## config.mk

```make
export PLATFORM = sky130hd
export DESIGN_NAME = seq_mult_param
export DESIGN_NICKNAME = d
export VERILOG_FILES = /design/src/rtl/seq_mult_param.sv
export SDC_FILE = /design/constraint.sdc
export NUM_CORES = 1
export LEC_CHECK = 0
export ABC_AREA = 1
export CORE_ASPECT_RATIO = 0.8
export CORE_UTILIZATION = 40
export CTS_CLUSTER_SIZE = 20
export DETAILED_ROUTE_END_ITERATION = 8
export SYNTH_ARGS = -nofsm -noshare
export SYNTH_HDL_FRONTEND = slang
export SYNTH_SLANG_ARGS = --single-unit
```

## constraint.sdc

```tcl
create_clock -name clk -period 2.7 [get_ports clk]
set_clock_uncertainty 0.1 [all_clocks]
set_input_delay 0.54 -clock clk [delete_from_list [all_inputs] [get_ports clk]]
set_output_delay 0.54 -clock clk [all_outputs]
set_load 0.05 [all_outputs]
```

## src/rtl/seq_mult_param.sv

```systemverilog
// seq_mult_param
// Parametrised sequential shift-add multiplier. The control FSM and the
// datapath live in one block. Operands are converted to magnitudes when
// accepted, multiplied unsigned one bit per clock, and the sign is applied
// once when the result is written.
//
// Ports:
//   clk        rising-edge clock
//   rst        asynchronous, active-high reset
//   start      level request, accepted only in IDLE
//   abort      synchronous cancel, higher priority than start
//   is_signed  1 = two's-complement operands, sampled at accept
//   a, b       multiplicand / multiplier, sampled at accept
//   busy       high while iterating (RUN)
//   done       high while the result is being presented (DONE)
//   product    result register, written only on entry to DONE
//   cycles     iteration count of the last completed operation
module seq_mult_param #(
   parameter int WIDTH      = 8,
   parameter int EARLY_TERM = 1,
   parameter int CW         = $clog2(WIDTH + 1)
) (
   input  logic                 clk,
   input  logic                 rst,
   input  logic                 start,
   input  logic                 abort,
   input  logic                 is_signed,
   input  logic [WIDTH-1:0]     a,
   input  logic [WIDTH-1:0]     b,
   output logic                 busy,
   output logic                 done,
   output logic [2*WIDTH-1:0]   product,
   output logic [CW-1:0]        cycles
);

   localparam logic [1:0] S_IDLE = 2'd0;
   localparam logic [1:0] S_RUN  = 2'd1;
   localparam logic [1:0] S_DONE = 2'd2;

   localparam logic [CW-1:0] ITER_MAX = CW'(WIDTH);

   logic [1:0]         r_state;
   logic [2*WIDTH-1:0] r_ma;
   logic [WIDTH-1:0]   r_mb;
   logic [2*WIDTH-1:0] r_acc;
   logic [CW-1:0]      r_iter;
   logic               r_neg;
   logic [2*WIDTH-1:0] r_product;
   logic [CW-1:0]      r_cycles;

   logic [WIDTH-1:0]   w_aMag;
   logic [WIDTH-1:0]   w_bMag;
   logic               w_term;
   logic [2*WIDTH-1:0] w_accNext;
   logic [2*WIDTH-1:0] w_result;

   // Operand magnitudes. Negating the most negative value wraps to
   // 2^(WIDTH-1), which is exactly its magnitude as an unsigned number.
   always_comb begin
      w_aMag = a;
      w_bMag = b;
      if (is_signed && a[WIDTH-1]) begin
         w_aMag = -a;
      end
      if (is_signed && b[WIDTH-1]) begin
         w_bMag = -b;
      end
   end

   // Termination test, partial-product accumulation and the signed result.
   // With early termination the loop ends as soon as no multiplier bits
   // remain; otherwise it always runs a full WIDTH iterations.
   always_comb begin
      w_term    = (EARLY_TERM != 0) ? (r_mb == '0) : (r_iter == ITER_MAX);
      w_accNext = r_mb[0] ? (r_acc + r_ma) : r_acc;
      w_result  = r_neg ? -r_acc : r_acc;
   end

   // Control FSM and datapath registers. product and cycles are written
   // only on the RUN->DONE transition so the previous result stays
   // readable while a new operation is in progress or after an abort.
   always_ff @(posedge clk or posedge rst) begin
      if (rst) begin
         r_state   <= S_IDLE;
         r_ma      <= '0;
         r_mb      <= '0;
         r_acc     <= '0;
         r_iter    <= '0;
         r_neg     <= 1'b0;
         r_product <= '0;
         r_cycles  <= '0;
      end else begin
         case (r_state)
            S_IDLE: begin
               if (!abort && start) begin
                  r_ma    <= {{WIDTH{1'b0}}, w_aMag};
                  r_mb    <= w_bMag;
                  r_acc   <= '0;
                  r_iter  <= '0;
                  r_neg   <= is_signed & (a[WIDTH-1] ^ b[WIDTH-1]);
                  r_state <= S_RUN;
               end
            end
            S_RUN: begin
               if (abort) begin
                  r_state <= S_IDLE;
               end else if (w_term) begin
                  r_product <= w_result;
                  r_cycles  <= r_iter;
                  r_state   <= S_DONE;
               end else begin
                  r_acc  <= w_accNext;
                  r_ma   <= r_ma << 1;
                  r_mb   <= r_mb >> 1;
                  r_iter <= r_iter + CW'(1);
               end
            end
            S_DONE: begin
               if (abort || !start) begin
                  r_state <= S_IDLE;
               end
            end
            default: begin
               r_state <= S_IDLE;
            end
         endcase
      end
   end

   // Moore outputs straight from the state and result registers.
   always_comb begin
      busy    = (r_state == S_RUN);
      done    = (r_state == S_DONE);
      product = r_product;
      cycles  = r_cycles;
   end

endmodule

```

## After elaboration in Yosys (flattened, before gate mapping)

Cells that the tools add are included.

- Bitwise logic cells: 3
- Reductions and logical operators: 14
- Eq/ne operators: 8
- $add $sub $neg: 5
- Mux-type cells: 25

Operator list:

| operator | number |
|---|---|
| 16-bit 2-to-1 mux | 8 |
| 16-bit one-hot mux with 2 select lines | 2 |
| 8-bit 2-to-1 mux | 5 |
| 16-bit adder | 1 |
| 16-bit negator | 1 |
| 8-bit negator | 2 |
| 8-bit one-hot mux with 2 select lines | 1 |
| 4-bit 2-to-1 mux | 3 |
| 8-bit logical NOT | 1 |
| 2-bit 2-to-1 mux | 4 |
| 4-bit one-hot mux with 2 select lines | 1 |
| 2-bit inequality test (second input constant) | 3 |
| 2-bit one-hot mux with 3 select lines | 1 |
| 3-bit AND reduction | 2 |
| 5-bit AND reduction | 1 |
| 4-bit by 1-bit adder with 4-bit output (second input constant) | 1 |
| 2-bit by 1-bit inequality test with 1-bit output (second input constant) | 2 |
| 4-bit AND reduction | 1 |
| 1-bit logical AND | 3 |
| 3-bit by 2-bit inequality test with 1-bit output (second input constant) | 1 |
| 2-bit by 1-bit equality test with 1-bit output (second input constant) | 1 |
| 2-bit equality test (second input constant) | 1 |
| 1-bit logical NOT | 2 |
| 2-bit logical NOT | 1 |
| other kinds (6) | 6 |

- Register bits after elaboration: 67
- Logic and storage cells: 63
- Bits of input ports: 21
- Output and inout port bits: 22

## Longest topological paths before layout

Gate-level depths: netlist of the first run.

- Depth after elaboration: 5
- Gate-level depth with buffers: 11
- Gate-level depth less buffers: 11

## Worst setup path after synthesis of the first run

No wires, ideal clock.

- Path kind: register to register
- From: register r_state[0]
- To: register r_acc[10]
- Arrival: 1.567 ns
- Clock period less this slack: 1.784 ns
- Cell stages (with the launch flop): 10
- Setup time: 0.117 ns
- Required time: 2.483 ns
- Buffers on the path: 2
- Path slack: 0.916 ns
- Path through: dfrtp_1 > nand2_2 > inv_2 > buf_2 > nand2_1 > nand2_1 > inv_1 > buf_2 > nand3_1 > nand2_1

- Word-level cells in the longest chain between the ends: 3
- Elaborated cells on any way between the ends: 9
- Those cells by class: 5 x eq/ne; 1 x mux; 3 x reduce/logical

Ends and longest elaborated chain:

| what | RTL line | source |
|---|---|---|
| start, declared | 42 | `logic [1:0] r_state;` |
| start signal, assigned | 84 | `r_state <= S_IDLE;` |
| start signal, assigned | 101 | `r_state <= S_RUN;` |
| start signal, assigned | 106 | `r_state <= S_IDLE;` |
| 2-bit by 1-bit equality test with 1-bit output (*) | n/a |  |
| via busy | 30 | `output logic busy,` |
| 2-bit by 1-bit inequality test with 1-bit output (no source line), or another cell as far along | n/a |  |
| 5-bit AND reduction (no source line) | n/a |  |
| end signal, assigned | 112 | `r_acc <= w_accNext;` |
| end, declared | 45 | `logic [2*WIDTH-1:0] r_acc;` |

Mark *: on every way through the listed nets, which the timed path passes. The rest lies on a longest branch.
A chain may end at the register's enable or synchronous reset.

## Worst setup path after layout of the first run

- From: register r_state[0]
- To: output done

- Word-level cells in the longest chain between the ends: 1

Ends and longest elaborated chain:

| what | RTL line | source |
|---|---|---|
| 2-bit equality test | 133 | `done = (r_state == S_DONE);` |
| end, declared | 31 | `output logic done,` |

No other way between the ends.

==> results.yml, run 1 <==
cts:
  cts_root_buf: "clkbuf_16"
  clk_path_buf_depth: 2
  clock_latency_ps: 330
  postCtsSetupRepairBufs: 0
  cts_tree: "yes"
  ctsHtreeMaxLevel: 3
  cts_resized: 0
  cts_sinks: 67
  clk_pin_slew_ps: 60
  cts_buffers: 9
  cts-hold-fix-buffers: 0
logic_synthesis:
  synthDistinctLibCells: 29
  netlist_instances: 632
  yosysMostFrequentCell: "nand2_1"
  yosysTopAreaCell: "dfrtp_1"
  syn_avg_cell_area_um2: 6.93
  yosys.area_share.simple_pct: 33.7
  synth_top_area_share_pct: 38.3
  synth-async-reset-ratio_pct: 100
  ys.flop_type: "dfrtp_1"
  synth_area_leaders: "dfrtp_1, nand2_1, inv_1"
  synthesis.nets: 673
  synth-edff-count: 0
  synth_xor_area_share_pct: 3.00
  synth_compound_area_share_pct: 9.46
  synth_fa_ha_area_share_pct: 5.89
  synth_mux_area_share_pct: 0
  ys_top_cells_by_count: "nand2_1, inv_1, dfrtp_1"
  ys_seq_elements: 67
  netlist_area_um2: 4380
  yosysWarnings: 0
  synth_top_family_by_area: "simple AND/OR/NAND/NOR gates"
  ys_seq_area_share_pct: 38.3
hold_path:
  hp-class: "reg -> reg"
pwr:
  total_power_uw: 4980
  switching_share_pct: 43.0
  clockPowerShare_pct: 23.7
  power.leakage_uw: 0.00280
  seqPwrFrac_pct: 31.8
  comb_power_share_pct: 44.4
  switching_power_uw: 2140
  peakVddDrop_mv: 0.370
  p_per_area_nw_per_um2: 949
  p_int_uw: 2840
place:
  hpwl_um: 8160
  io_buffers: 42
  place.gp.congestion: 0.859
  placedCellCount: 806
sta:
  setup_viol: 0
  hold_viol_final: 0
  min_period_ps: 2450
  worst_pin_slew_ps: 708
  hold_slack_ps: 374
  slew_viol_final: 0
  rsz0062_at_grt: "false"
  tns_ps: 0
  fmax_ghz: 0.408
  slew_headroom_pct: 52.7
  finalCritPeriodShare_pct: 90.7
route:
  wl_um: 10600
  drtAntennaViolNets: 0
  drt-pass1-iter-count: 4
  viasPerCell: 4.86
  vias: 3990
  wl_per_cell_um: 12.9
  drt_iter0_markers: 218
  drc: 0
layout:
  num_antenna_cells: 0
  utilization_pct: 50.3
  drive_gt1_share_pct: 5.29
  nNetsFinal: 718
  finalNonFillerCells: 821
  area_delta_synth_final_pct: 20.0
setup_path:
  r2r_end: "r_ma[6]"
  r2r-start: "r_mb[0]"
  path_class: "reg -> out"
  worstPathMaxFanout: 5
  crit_path_cell_trace: "nor2_1 -> clkdlybuf4s50_1"
  rr_worst_depth: 8
  arrival_ps: 1810
  start_kind: "flop"
  slowest_stage: "clkdlybuf4s50_1"
  end_kind: "primary output"
  cp_slowest_stage_delay_ps: 830
  endpoint: "done"
  crit_start: "r_state[0]"
  r2r_setup_slack_ps: 600
  crit_required_ps: 2060
grt:
  grt_max_degree: 33
  antenna_found_initial: 0
  gr-total-overflow: 0
  grt_pass1_wl_um: 18300
  grt_pass1_vias: 3734
  grt_usage_pct: 20.8
die:
  dieWidth_um: 119
  rows: 33
  die-area_um2: 11400
  initial_core_util_pct: 41.9
  coreArea_um2: 10400
  die_height_um: 95.6
  io_pins: 43
run:
  drv_cap: 0
run_status:
  outcome: "finished, final reports clean"
## sequential cells by signal, indices dropped and copies added, names as in the netlist
| signal | count |
|---|---|
| cycles | 4 |
| r_iter | 4 |
| r_acc | 16 |
| r_ma | 16 |
| r_mb | 8 |
| r_state | 2 |
| r_neg | 1 |
| product | 16 |
## layout by cell type, fill, tap and decap left out, types with 5 or more instances in the layout
cell type        instances
nand2_1                230
inv_1                   87
dfrtp_1                 67
nand3_1                 59
clkdlybuf4s50_1         41
nor2_1                  40
o21ai_0                 38
ha_1                    19
a21oi_1                 14
xor2_1                  13
clkbuf_16                9
a22o_1                   8
buf_4                    7
nand3b_1                 6
nor3_1                   5
o22ai_1                  5
or2_2                    5
## worst min path at each step
stage	from	end	cells past startpoint
2_1_floorplan	r_mb[6]	r_mb[6]	2
3_5_place_dp	r_mb[5]	r_mb[5]	2
6_report	cycles[3]	cycles[3]	2
3_3_place_gp	cycles[3]	cycles[3]	2
4_1_cts	r_mb[5]	r_mb[5]	2
5_1_grt	cycles[3]	cycles[3]	2
## cell families (layout without fill, tap and decap cells)
| kind of cell | after synthesis | after routing |
|---|---|---|
| AND/OR/NAND/NOR | 353 | 353 |
| XOR/XNOR | 15 | 15 |
| buffers and inverters | 105 | 154 |
| adder cells (fa/ha/maj) | 20 | 20 |
| AO/OA/AOI/OAI | 72 | 72 |
| flip-flops | 67 | 67 |
## critical path, delay by kind of cell (launching register included)
| kind | cells | cell delay, ps |
|---|---|---|
| buffers and inverters | 1 | 830 |
| DFF | 1 | 460 |
| and+or+nand+nor | 1 | 190 |
## layer usage
| layer | share of wire [%] | GRT usage, % | routed length [um] | vias to the layer above |
|---|---|---|---|---|
| met5 | 0 | 0 | 0 | - |
| met1 | 53 | 29.4 | 5610 | 1826 |
| met2 | 42 | 32.0 | 4480 | 69 |
| li1 | - | - | - | 2089 |
| met4 | 0.75 | 5.49 | 79 | 0 |
| met3 | 3.9 | 4.61 | 408 | 6 |
## power by group through the flow
stage,clock network [uW],logic (uW),registers (uW)
floorplan,0,1330,1830
global placement,0,2180,1590
detailed placement,0,2220,1600
CTS,1200,2230,1580
global route,1250,2510,1630
finish,1180,2210,1590
## through the flow
stage | worst slack, ps | area, um^2
6_report | 252 | 5250
3_3_place_gp | 429 | 4950
4_1_cts | 243 | 5250
2_1_floorplan | 377 | 4380
5_1_grt | 200 | 5250
3_5_place_dp | 406 | 4950
## layout make-up
class / instances / area, um^2
Tap cell: 140 / 175
Sequential cell: 67 / 1680
Clock buffer: 11 / 253
Inverter: 90 / 338
Clock inverter: 4 / 50.0
Timing Repair Buffer: 49 / 483
Fill cell: 1028 / 5190
Multi-Input combinational cell: 460 / 2280
No activity file was read; power rests on OpenSTA's default activity.
==> run 2: changes to the inputs <==
--- a/config.mk
+++ b/config.mk
@@ -10,6 +10,7 @@
 export CORE_UTILIZATION = 40
 export CTS_CLUSTER_SIZE = 20
 export DETAILED_ROUTE_END_ITERATION = 8
+export PLACE_DENSITY_LB_ADDON = 0.3
 export SYNTH_ARGS = -nofsm -noshare
 export SYNTH_HDL_FRONTEND = slang
 export SYNTH_SLANG_ARGS = --single-unit
==> results.yml, run 2 (synthesized netlist as in run 1, its figures left out) <==
cts:
  cts_root_buf: "clkbuf_16"
  postCtsSetupRepairBufs: 0
  cts_buffers: 9
  cts_sinks: 67
  clock_latency_ps: 320
  cts_tree: "yes"
  clk_pin_slew_ps: 60
  cts_resized: 0
  ctsHtreeMaxLevel: 3
  clk_path_buf_depth: 2
  cts-hold-fix-buffers: 0
setup_path:
  crit_path_cell_trace: "nor2_1 -> clkdlybuf4s50_1"
  r2r-start: "r_ma[0]"
  end_kind: "primary output"
  arrival_ps: 1780
  cp_slowest_stage_delay_ps: 830
  cpLargestDelayFamily: "buffers and inverters"
  start_kind: "flop"
  path_class: "reg -> out"
  crit_required_ps: 2060
  path_buf_inv: 1
  r2r_end: "r_acc[12]"
  slowest_stage: "clkdlybuf4s50_1"
  rr_worst_depth: 11
  r2r_setup_slack_ps: 690
  worstPathMaxFanout: 5
route:
  drt-pass1-iter-count: 5
  vias: 4019
  drtAntennaViolNets: 0
  viasPerCell: 4.90
  drt_iter0_markers: 286
  wl_per_cell_um: 12.6
  wl_um: 10400
  drc: 0
layout:
  final_common_cell: "nand2_1"
  multi_input_area_um2: 2280
  final_cell_mix: "nand2_1, inv_1, dfrtp_1"
  num_antenna_cells: 0
  drive_gt1_share_pct: 5.29
  fillers: 990
  nNetsFinal: 717
  seqCellArea_um2: 1680
  area_delta_synth_final_pct: 21.4
  utilization_pct: 50.9
grt:
  gr-total-overflow: 0
  grt_pass1_vias: 3811
  grt_pass1_wl_um: 17800
  antenna_found_initial: 0
  grt_usage_pct: 19.7
  grt_max_degree: 43
pwr:
  clockPowerShare_pct: 27.7
  p_per_area_nw_per_um2: 988
  power.leakage_uw: 0.00283
  seqPwrFrac_pct: 30.2
  switching_power_uw: 2170
  total_power_uw: 5250
  switching_share_pct: 41.3
  comb_power_share_pct: 42.1
  peakVddDrop_mv: 0.467
  p_int_uw: 3080
run:
  drv_cap: 0
die:
  die-area_um2: 11400
  io_pins: 43
  die_height_um: 95.6
  initial_core_util_pct: 41.9
  coreArea_um2: 10400
  rows: 33
  dieWidth_um: 119
place:
  place.gp.congestion: 0.828
  io_buffers: 42
  hpwl_um: 7910
sta:
  finalCritPeriodShare_pct: 89.6
  tns_ps: 0
  slew_headroom_pct: 62.2
  hold_viol_final: 0
  slew_viol_final: 0
  setup_viol: 0
  fmax_ghz: 0.413
  min_period_ps: 2420
  worst_pin_slew_ps: 566
  rsz0062_at_grt: "false"
hold_path:
  whs_endpoint: "cycles[3]"
  hold_path_depth: 2
  min_from: "cycles[3]"
  hp-class: "reg -> reg"
run_status:
  outcome: "finished, final reports clean"
run 2: cell types whose count changed in the layout (fill, tap and decap cells not counted):
cell / previous run / this run
inv_6: 0 / 2
bufinv_16: 1 / 4
buf_4: 7 / 6
clkbuf_8: 2 / 0
clkinv_4: 0 / 1
clkinv_2: 1 / 0
clkinvlp_4: 2 / 0
run 2: area by class of cell:
type	instances	share of cell area, %
multi-input combinational	460	42.9
sequential	67	31.5
tap	140	3.30
clock buffer	9	4.24
timing repair buffer	48	8.95
inverter	90	6.36
clock inverter	7	2.75
run 2: how the worst max path moves through the flow:
stage / from / slack, ps / endpoint / cells past startpoint
after global routing: r_state[0] / 210 / done / 2
final: r_state[0] / 280 / done / 2
after detailed placement: abort / 460 / r_mb[0] / 8
after floorplan: rst / 380 / cycles[0] / 1
after CTS: r_state[0] / 280 / done / 2
after global placement: abort / 520 / r_iter[2] / 8
run 2: metrics by stage:
stage          cells  cell area (um^2)  setup WS (ps)  hold WS, ps
6_report         821              5320            280          371
5_1_grt          821              5320            207          402
4_1_cts          821              5320            276          374
3_5_place_dp     805              4940            462          358
3_3_place_gp     805              4940            516          357
2_1_floorplan    632              4380            377          349
run 2: per-layer routing:
layer  track usage (%)  up-vias  routed length (um)
li1                  -     2096                   -
met1              26.9     1844                5360
met2              32.0       70                4510
met3              4.07        9                 434
met4              4.96        0                  71
met5                 0        -                   0
run 2: worst min-delay path: cells and delay by family (launching register included):
| kind | cells | cell delay [ps] |
|---|---|---|
| flops | 1 | 340 |
| simple gates | 2 | 90 |
run 2: power by group through the flow:
| stage | Clock (uW) | Sequential, uW | Combinational [uW] |
|---|---|---|---|
| final | 1450 | 1590 | 2210 |
| after detailed placement | 0 | 1590 | 2200 |
| after floorplan | 0 | 1830 | 1330 |
| after global placement | 0 | 1580 | 2160 |
| after global routing | 1530 | 1620 | 2480 |
| after CTS | 1480 | 1580 | 2210 |
